**config.mk**
```make
export PLATFORM = sky130hd
export DESIGN_NAME = mem_access_unit
export DESIGN_NICKNAME = d
export VERILOG_FILES = /design/src/rtl/mem_access_unit.sv
export SDC_FILE = /design/constraint.sdc
export NUM_CORES = 1
export LEC_CHECK = 0
export BUFFER_PORTS_ARGS = -buffer_cell sky130_fd_sc_hd__buf_4
export CORE_MARGIN = 5
export CORE_UTILIZATION = 50
export DETAILED_ROUTE_END_ITERATION = 6
export PLACE_DENSITY_LB_ADDON = 0.25
export SLEW_MARGIN = 20
export SYNTH_ARGS = -nofsm -noshare
export SYNTH_HDL_FRONTEND = slang
export SYNTH_SLANG_ARGS = --single-unit
```
**constraint.sdc**
```tcl
create_clock -name clk -period 2.59 [get_ports clk]
set_input_delay 0.777 -clock clk [delete_from_list [all_inputs] [get_ports clk]]
set_output_delay 0.777 -clock clk [all_outputs]
set_load 0.02 [all_outputs]
```
**src/rtl/mem_access_unit.sv**
```systemverilog
// mem_access_unit: MEM-stage load/store engine; drives the req/gnt/rvalid data-memory port,
// steers store lanes and extracts/extends load data while stalling the pipeline.
module mem_access_unit #(
    parameter int DATA_W       = 32,
    parameter int LW_TYPE_BITS = 3
) (
    input  logic                    clk,
    input  logic                    rst,
    input  logic [DATA_W-1:0]       MEM_ALUout,
    input  logic [DATA_W-1:0]       MEM_forward_rs2_data,
    input  logic                    MEM_Memread,
    input  logic                    MEM_Memwrite,
    input  logic [LW_TYPE_BITS-1:0] MEM_lw_type,
    input  logic [LW_TYPE_BITS-1:0] MEM_sw_type,
    input  logic                    MEM_flush,
    input  logic                    pipe_advance,
    output logic                    dm_req,
    output logic                    dm_we,
    output logic [DATA_W-1:0]       dm_addr,
    output logic [DATA_W/8-1:0]     dm_be,
    output logic [DATA_W-1:0]       dm_wdata,
    input  logic                    dm_gnt,
    input  logic                    dm_rvalid,
    input  logic [DATA_W-1:0]       dm_rdata,
    output logic                    mem_stall,
    output logic [DATA_W-1:0]       ld_data,
    output logic                    ld_valid,
    output logic                    mem_misalign
);
    localparam int NB = DATA_W / 8;
    localparam logic [LW_TYPE_BITS-1:0] T_HS = LW_TYPE_BITS'(1);
    localparam logic [LW_TYPE_BITS-1:0] T_BS = LW_TYPE_BITS'(2);
    localparam logic [LW_TYPE_BITS-1:0] T_HU = LW_TYPE_BITS'(3);
    localparam logic [LW_TYPE_BITS-1:0] T_BU = LW_TYPE_BITS'(4);

    typedef enum logic [1:0] {IDLE, REQ, WAIT, DONE} state_t;

    state_t                  state_q, state_d;
    logic [DATA_W-1:0]       addr_q, addr_d, wdata_q, wdata_d, ld_data_q, ld_data_d;
    logic [NB-1:0]           be_q, be_d;
    logic [LW_TYPE_BITS-1:0] lt_q, lt_d;
    logic [1:0]              off_q, off_d;
    logic                    we_q, we_d, ld_valid_q, ld_valid_d, mis_q, mis_d, kill_q, kill_d;

    logic              access, is_st, st_half, st_byte, ld_half, ld_byte, misaligned;
    logic [1:0]        off;
    logic [NB-1:0]     be_n;
    logic [DATA_W-1:0] wdata_n, ext;
    logic [15:0]       lane;

    assign access     = (MEM_Memread | MEM_Memwrite) & ~MEM_flush;
    assign is_st      = MEM_Memwrite;
    assign off        = MEM_ALUout[1:0];
    assign st_half    = MEM_sw_type == T_HS;
    assign st_byte    = MEM_sw_type == T_BS;
    assign ld_half    = MEM_lw_type == T_HS || MEM_lw_type == T_HU;
    assign ld_byte    = MEM_lw_type == T_BS || MEM_lw_type == T_BU;
    assign misaligned = (is_st ? st_half : ld_half) ? off[0] :
                        (is_st ? st_byte : ld_byte) ? 1'b0 : off != 2'b00;
    assign be_n       = !is_st ? '1 : st_byte ? NB'(1) << off :
                        st_half ? NB'(3) << {off[1], 1'b0} : '1;
    assign wdata_n    = !is_st ? '0 : st_byte ? {NB{MEM_forward_rs2_data[7:0]}} :
                        st_half ? {(NB/2){MEM_forward_rs2_data[15:0]}} : MEM_forward_rs2_data;

    // Aligned halves sit at off 0 or 2, so one byte-granular shift serves both sizes.
    assign lane = 16'(dm_rdata >> {off_q, 3'b000});
    assign ext  = lt_q == T_HS ? {{(DATA_W-16){lane[15]}}, lane} :
                  lt_q == T_BS ? {{(DATA_W-8){lane[7]}}, lane[7:0]} :
                  lt_q == T_HU ? {{(DATA_W-16){1'b0}}, lane} :
                  lt_q == T_BU ? {{(DATA_W-8){1'b0}}, lane[7:0]} : dm_rdata;

    always_comb begin
        state_d    = state_q;
        addr_d     = addr_q;
        we_d       = we_q;
        be_d       = be_q;
        wdata_d    = wdata_q;
        lt_d       = lt_q;
        off_d      = off_q;
        ld_data_d  = ld_data_q;
        ld_valid_d = ld_valid_q;
        kill_d     = kill_q;
        mis_d      = 1'b0;
        case (state_q)
            IDLE: if (access) begin
                kill_d = 1'b0;
                if (misaligned) begin
                    state_d   = DONE;
                    mis_d     = 1'b1;
                    ld_data_d = '0;
                end else begin
                    state_d = REQ;
                    addr_d  = {MEM_ALUout[DATA_W-1:2], 2'b00};
                    we_d    = is_st;
                    be_d    = be_n;
                    wdata_d = wdata_n;
                    lt_d    = MEM_lw_type;
                    off_d   = off;
                end
            end
            REQ: if (dm_gnt) begin
                // A granted load must still drain its response even if flushed alongside the grant.
                state_d = !we_q ? WAIT : MEM_flush ? IDLE : DONE;
                kill_d  = MEM_flush;
            end else if (MEM_flush) begin
                state_d = IDLE;
            end
            WAIT: begin
                kill_d = kill_q | MEM_flush;
                if (dm_rvalid) begin
                    state_d = kill_d ? IDLE : DONE;
                    if (!kill_d) begin
                        ld_data_d  = ext;
                        ld_valid_d = 1'b1;
                    end
                end
            end
            DONE: if (pipe_advance) begin
                state_d    = IDLE;
                ld_valid_d = 1'b0;
            end
            default: state_d = IDLE;
        endcase
    end

    always_ff @(posedge clk or negedge rst) begin
        if (!rst) begin
            state_q    <= IDLE;
            addr_q     <= '0;
            we_q       <= 1'b0;
            be_q       <= '0;
            wdata_q    <= '0;
            lt_q       <= '0;
            off_q      <= '0;
            ld_data_q  <= '0;
            ld_valid_q <= 1'b0;
            mis_q      <= 1'b0;
            kill_q     <= 1'b0;
        end else begin
            state_q    <= state_d;
            addr_q     <= addr_d;
            we_q       <= we_d;
            be_q       <= be_d;
            wdata_q    <= wdata_d;
            lt_q       <= lt_d;
            off_q      <= off_d;
            ld_data_q  <= ld_data_d;
            ld_valid_q <= ld_valid_d;
            mis_q      <= mis_d;
            kill_q     <= kill_d;
        end
    end

    assign dm_req       = state_q == REQ;
    assign dm_we        = we_q;
    assign dm_addr      = addr_q;
    assign dm_be        = be_q;
    assign dm_wdata     = wdata_q;
    assign ld_data      = ld_data_q;
    assign ld_valid     = ld_valid_q;
    assign mem_misalign = mis_q;
    assign mem_stall    = state_q == IDLE ? access & rst : state_q != DONE;
endmodule

```
==> results by group, run 1 <==
STA
  – Clk_skew: 0.00311 ns
  – RSZ-0062 raised after global routing: no
  – Worst slew margin: 50.8%
  – Slew @ Worst Pin: 0.735 ns
  – Min cycle time layout: 2.46 ns
  – Tcrit/Tclk final: 95.1%
  – Max Fclk: 406 MHz
  – Final slew viol count: 0
  – Final hold violation count: 0
  – Final setup viols: 0

Power and ir drop
  – Leak: 3.87 nW
  – Peak VDD IR: 719 uV
  – Overall power: 8.89 mW
  – Pwr dens: 1110 nW/um2

Routing
  – Vias: 5,218
  – DRC marker count from the first detailed-route iteration: 271
  – DRC: 0
  – Drt wl/cell: 17.3 um
  – Total Wirelength: 16,700 um
  – Post-route ant nets: 0
  – Pre-antenna DRT Iters: 5
  – Via density: 5.40

Clock tree
  – Maximum root-to-sink buffer count: 2
  – Clk Latency, worst-skew pair: 0.35 ns
  – CTS H-tree lvls: 3
  – Root Buffer: clkbuf_16
  – Clk slew on worst S/H paths: 0.07 ns
  – Clk sinks: 109
  – CTS tree: done
  – TritonCTS Buffers: 9

Setup path
  – Critical Path AT: 1.69 ns
  – Worst-path cell chain: inv_1, ha_2, inv_1, nor2_2, nand2_1, o21ai_0, buf_4
  – Cell count of the worst reg-to-reg path: 10
  – Number of buffers and inverters on the critical path: 3
  – CP peak stage delay: 0.43 ns
  – CP max-delay cell: dfrtp_1
  – Crit start category: flip-flop
  – Worst R2R End: ld_data[31]$_DFFE_PN0P_
  – Crit path max-delay family: flip-flops
  – Worst Path Max Fanout: 4
  – Req. time, crit path: 1.81 ns
  – CP dominant cell by count: inv_1
  – Reg2Reg Launch Point: state_q[0]$_DFFE_PN0P_
  – Worst Setup End Kind: output port
  – R2r setup slk: 0.44 ns
  – Setup CP Type: flip-flop to output port

Synth
  – Post-synthesis adder-cell area fraction: 1.06%
  – Most frequent cells after synthesis: nand2_1, dfrtp_1, o21ai_0, mux2_2, nor2_1
  – Seq cells post-synth: 109
  – Synth cell types: 55
  – Synth top area share: 46.3%
  – Synth Flop Type: dfrtp_1
  – Multiplexer share of the synthesized area: 17.9%
  – Yosys top cell by area: dfrtp_1
  – Largest family of logic cells by synthesized area: multiplexers
  – Most common cell in the netlist: nand2_1
  – Synth Area in Compound Gates: 15.2%
  – Post-synthesis xor/xnor area fraction: 0.149%
  – Synth area leaders: dfrtp_1, mux2_2, nand2_1, o21ai_0, mux2i_1
  – YS warnings: 0
  – Post-synth EDFFs: 0
  – Post-synth ARST share: 100%
  – Simple-gate share of the synthesized area: 13.8%
  – Synth Instances: 615
  – Sequential share of the synthesized area: 46.3%
  – Synth Cell Area: 5890 um2
  – Avg Inst Size Synth: 9.57 um2

Outcome
  – Status: complete, no violations

Global routing
  – First-pass GRT wire length: 27,000 um
  – Global route overflow: 0
  – Largest net degree at the start of global routing: 110
  – Tot GR Track Use: 23.5%
  – Vias in the first global route: 5,377
  – Initial antenna violation count: 0

Place
  – DPL Wire Length: 12,600 um
  – DP Area: 7690 um2
  – Port bufs: 212
  – Placed insts: 950
  – GPL Wtd Cong: 0.860

Final layout
  – Final core occ: 69.8%
  – Nets: 933
  – Antenna Cells: 0
  – Filler Cell Count: 898
  – Share of layout cells above drive strength 1: 38.8%
  – Final Cell Area: 8000 um2
  – P&R area growth vs syn: 36.0%
  – Finished Layout Cells: 966

Floorplan
  – Core area: 11,500 um2
  – Starting Density: 51.3%
  – # IOs: 215
  – Die ar.: 14,000 um2
  – DIE WIDTH: 119 um
  – Row cnt: 39
  – DIE HEIGHT: 119 um

Min path
  – Hold Crit Class: primary input to async pin

Run
  – Max cap viols: 0
-- placed cells by master, fill, tap and decap left out, types with 6 or more instances in the layout --
cell / instances
a22oi_1: 6
inv_1: 31
dfrtp_1: 109
a31oi_1: 6
clkbuf_16: 9
a21oi_1: 17
mux2i_1: 31
o221ai_1: 9
nor2_1: 39
mux2_2: 55
o22a_1: 9
o21ai_0: 63
buf_4: 229
nand2_1: 116
o211ai_1: 9
mux2_1: 9
-- how the worst max path moves through the flow --
stage          slack, ns  cells after the start                      end              startpoint
2_1_floorplan       0.05                      7  ld_data[15]$_DFFE_PN0P_            MEM_Memwrite
3_3_place_gp      -0.004                      7   ld_data[4]$_DFFE_PN0P_           MEM_ALUout[0]
3_5_place_dp       -0.05                      7   ld_data[6]$_DFFE_PN0P_           MEM_ALUout[0]
4_1_cts              0.1                      7                mem_stall  state_q[0]$_DFFE_PN0P_
5_1_grt            0.009                      7                mem_stall  state_q[0]$_DFFE_PN0P_
6_report            0.13                      7                mem_stall  state_q[0]$_DFFE_PN0P_
-- registers in the layout, summed over array words and instances (netlist names) --
register	count
dm_wdata	32
ld_data	32
dm_addr	30
dm_be	4
lt_q	3
off_q	2
state_q	2
dm_we	1
kill_q	1
ld_valid	1
mem_misalign	1
-- worst reg2reg max path: cells and delay by family, from the launching register on --
family          cells  cell delay, ns
mux                 1            0.21
fa+ha+maj           1            0.23
compound gates      2            0.30
buf+inv             5            0.76
simple gates        1            0.15
flops               1            0.43
-- per-stage QoR --
step                setup TNS [ns]  setup slack, ns  hold slack [ns]
detailed placement          -0.588          -0.0522            0.475
finish                           0            0.128            0.469
global placement           -0.0298         -0.00361            0.464
CTS                              0           0.0981            0.491
global route                     0          0.00930            0.512
floorplan                        0           0.0473            0.480
-- report_power, final --
group / total, mW / leakage (nW) / internal, mW / switching [mW]
clock: 1.43 / 0.154 / 0.784 / 0.650
combinational: 4.65 / 2.32 / 2.05 / 2.61
sequential: 2.80 / 1.40 / 2.37 / 0.433
total: 8.89 / 3.87 / 5.20 / 3.69
-- final cells by class --
cell class / instances / area (um2) / area share, %
inverters: 32 / 120 / 1.50
clock buffers: 10 / 239 / 2.99
well taps: 143 / 179 / 2.24
flip-flops and latches: 109 / 2730 / 34.1
clock inverters: 6 / 66.3 / 0.829
multi-input cells: 432 / 2850 / 35.6
repair buffers: 234 / 1820 / 22.7
-- logic make-up after synthesis --
kind of cell	Yosys count
xor gates and xnor gates	1
AOI/OAI and AO/OA	139
muxes	96
buffers and inverters	75
other	1
and+or+nand+nor	189
adders and majority gates	5
DFF	109
-- per-layer routing --
| layer | up-vias | track usage (%) | wire [um] |
|---|---|---|---|
| li1 | 2526 | - | - |
| met1 | 2467 | 28.7 | 6680 |
| met2 | 202 | 38.7 | 8130 |
| met3 | 23 | 8.17 | 1560 |
| met4 | 0 | 8.43 | 312 |
| met5 | - | 0 | 0 |
-- timing repair --
item | in CTS | in global routing
hold buffers | 0 | 0
gates resized for setup | 0 | 2
buffers inserted | 0 | 0
endpoints found under the setup margin | 0 | 1
Note: power is estimated with default switching activity, not from simulation.
==> run 2, diff against run 1 <==
- ABC_AREA: default -> 1
- CORE_UTILIZATION: 50 -> 51
==> run 2 against run 1 <==
Compared with the run above: cell area rose by 0.69%; utilization fell by 2.1 points; critical path depth did not move; fmax rose by 5.3%; register-to-register slack improved by 0.14 ns; clock-buffer cell count rose by 2; area after synthesis rose by 4.2%; clock power fell by 5%; combinational power rose by 12%; critical path type unchanged.
==> results by group, run 2 <==
Outcome
  – Status: complete, no violations (unchanged)

STA
  – Fin Setup TNS: 0 ns (unchanged)
  – Final setup viols: 0 (unchanged)
  – Slew @ Worst Pin: 0.615 ns (was 0.735 ns)
  – RSZ-0062 raised after global routing: no (unchanged)
  – Tcrit/Tclk final: 90.3% (was 95.1%)
  – Final hold slack: 0.477 ns (was 0.469 ns)
  – Worst slew margin: 59.0% (was 50.8%)
  – Clk_skew: 0.0100 ns (was 0.00311 ns)
  – Max Fclk: 428 MHz (was 406 MHz)
  – Final worst slack: 0.252 ns (was 0.128 ns)
  – Final hold violation count: 0 (unchanged)
  – Min cycle time layout: 2.34 ns (was 2.46 ns)
  – Final slew viol count: 0 (unchanged)

Floorplan
  – DIE HEIGHT: 120 um (was 119 um)
  – Core area: 11,900 um2 (was 11,500 um2)
  – Row cnt: 40 (was 39)
  – Starting Density: 51.5% (was 51.3%)
  – Die ar.: 14,300 um2 (was 14,000 um2)
  – # IOs: 215 (unchanged)
  – DIE WIDTH: 120 um (was 119 um)

Run
  – Max cap viols: 0 (unchanged)

Synth
  – Most common cell in the netlist: nand2_1 (unchanged)
  – Synth cell types: 34 (was 55)
  – Most frequent cells after synthesis: nand2_1, dfrtp_1, o21ai_0, inv_1, a21oi_1 (was nand2_1, dfrtp_1, o21ai_0, mux2_2, nor2_1)
  – Synth Cell Area: 6130 um2 (was 5890 um2)
  – Yosys top cell by area: dfrtp_1 (unchanged)
  – Avg Inst Size Synth: 7.34 um2 (was 9.57 um2)
  – Sequential share of the synthesized area: 44.5% (was 46.3%)
  – Seq cells post-synth: 109 (unchanged)
  – Synth top area share: 44.5% (was 46.3%)
  – YS warnings: 0 (unchanged)
  – Synth Flop Type: dfrtp_1 (unchanged)
  – Synth area leaders: dfrtp_1, nand2_1, o21ai_0, a21oi_1, inv_1 (was dfrtp_1, mux2_2, nand2_1, o21ai_0, mux2i_1)
  – Post-synth EDFFs: 0 (unchanged)
  – Synth Instances: 836 (was 615)
  – Post-synth ARST share: 100% (unchanged)

Clock tree
  – Resized Gates After CTS: 0 (unchanged)
  – Clk slew on worst S/H paths: 0.07 ns (about the same)
  – CTS tree: done (unchanged)
  – Post-CTS setup buffer count: 0 (unchanged)
  – Clk Latency, worst-skew pair: 0.36 ns (was 0.35 ns)
  – Post-CTS Hold Buffers: 0 (unchanged)
  – Root Buffer: clkbuf_16 (unchanged)
  – Maximum root-to-sink buffer count: 2 (unchanged)
  – Clk sinks: 109 (unchanged)
  – CTS H-tree lvls: 3 (unchanged)
  – TritonCTS Buffers: 9 (unchanged)

Setup path
  – Crit start category: flip-flop (unchanged)
  – Req. time, crit path: 1.81 ns (about the same)
  – Critical Path AT: 1.56 ns (was 1.69 ns)
  – Worst Path Max Fanout: 4 (unchanged)
  – Worst Setup End Kind: output port (unchanged)
  – Setup CP Type: flip-flop to output port (unchanged)

Global routing
  – Global route overflow: 0 (unchanged)
  – Tot GR Track Use: 25.2% (was 23.5%)
  – Largest net degree at the start of global routing: 110 (unchanged)
  – Initial antenna violation count: 0 (unchanged)
  – First-pass GRT wire length: 29,100 um (was 27,000 um)
  – Vias in the first global route: 6,029 (was 5,377)

Place
  – Port bufs: 212 (unchanged)
  – DPL Wire Length: 13,400 um (was 12,600 um)
  – GPL Wtd Cong: 0.998 (was 0.860)
  – Placed insts: 1,169 (was 950)
  – Setup WS pre-CTS: 0.278 ns (was -0.0522 ns)
  – DP Area: 7760 um2 (was 7690 um2)

Power and ir drop
  – Overall power: 9.48 mW (was 8.89 mW)
  – Peak VDD IR: 590 uV (was 719 uV)
  – Pwr dens: 1180 nW/um2 (was 1110 nW/um2)
  – Clk pwr share: 14.4% (was 16.1%)
  – Power share of the sequential group: 30.7% (was 31.5%)
  – Internal power: 5.16 mW (was 5.20 mW)
  – Psw: 4.32 mW (was 3.69 mW)
  – Leak: 4.57 nW (was 3.87 nW)
  – Power share of the combinational group: 54.9% (was 52.3%)
  – Net Sw Frac: 45.5% (was 41.5%)

Final layout
  – Share of layout cells above drive strength 1: 27.4% (was 38.8%)
  – Antenna Cells: 0 (unchanged)
  – Finished Layout Cells: 1,185 (was 966)
  – Final core occ: 67.7% (was 69.8%)
  – Nets: 1,148 (was 933)
  – P&R area growth vs syn: 31.4% (was 36.0%)
  – Final Cell Area: 8060 um2 (was 8000 um2)
  – Commonest non-fill, non-tap cells in the layout: nand2_1, buf_4, dfrtp_1, o21ai_0, inv_1 (was buf_4, nand2_1, dfrtp_1, o21ai_0, mux2_2)
  – Commonest non-fill, non-tap cell in the layout: nand2_1 (was buf_4)

Routing
  – Post-route ant nets: 0 (unchanged)
  – Via density: 5.14 (was 5.40)
  – Total Wirelength: 17,800 um (was 16,700 um)
  – Drt wl/cell: 15.0 um (was 17.3 um)
  – Vias: 6,087 (was 5,218)
  – Pre-antenna DRT Iters: 5 (unchanged)
  – DRC: 0 (unchanged)
  – DRC marker count from the first detailed-route iteration: 394 (was 271)

Min path
  – Hold Crit Class: primary input to async pin (unchanged)
[run 2: kinds of logic after synthesis]
group	count (synthesis)	synth area share [%]
AO/OA/AOI/OAI	133	11.3
AND/OR/NAND/NOR	474	32.6
multiplexers	8	1.47
buffers and inverters	106	9.02
other	1	0.0611
flip-flops	109	44.5
adder cells (fa/ha/maj)	5	1.02
[run 2: worst paths after layout]
check / startpoint / endpoint / slack, ns / depth (start not counted)
max reg2reg: off_q[0]$_DFFE_PN0P_ / ld_data[26]$_DFFE_PN0P_ / 0.58 / 10
max: state_q[0]$_DFFE_PN0P_ / mem_stall / 0.25 / 7
min: rst / ld_data[1]$_DFFE_PN0P_ / 0.48 / 2
min reg2reg: ld_data[20]$_DFFE_PN0P_ / ld_data[20]$_DFFE_PN0P_ / 0.48 / 2
min in group clk: ld_data[20]$_DFFE_PN0P_ / ld_data[20]$_DFFE_PN0P_ / 0.48 / 2
max in group asynchronous: rst / ld_data[8]$_DFFE_PN0P_ / 1.63 / 2
[run 2: area by class of cell]
type | count | area [um2]
Clock inverter | 4 | 37.5
Sequential cell | 109 | 2730
Tap cell | 147 | 184
Timing Repair Buffer | 233 | 1770
Clock buffer | 12 | 256
Inverter | 58 | 223
Multi-Input combinational cell | 622 | 2860
Fill cell | 1112 | 3850
[run 2: layer usage]
metal  part of all wire [%]  up-vias  track usage [%]
met5                      0        -                0
li1                       -     3045                -
met4                    2.9        0             9.88
met1                     40     2811             30.1
met2                     48      198             41.8
met3                    8.5       33             8.48
[run 2: power by group through the flow]
stage,combinational (mW),sequential (mW),clock (mW)
after floorplan,2.60,3.64,0
after global placement,5.18,2.91,0
after detailed placement,5.24,2.91,0
after CTS,5.25,2.91,1.39
after global routing,5.76,3.01,1.46
final,5.20,2.91,1.36
[run 2: critical path, cell delays in order (launching register included)]
cell     delay, ns
dfrtp_1       0.40
inv_1         0.14
ha_1          0.20
nand2_1       0.07
inv_1         0.12
nand2_1       0.06
o21ai_0       0.07
buf_4         0.16
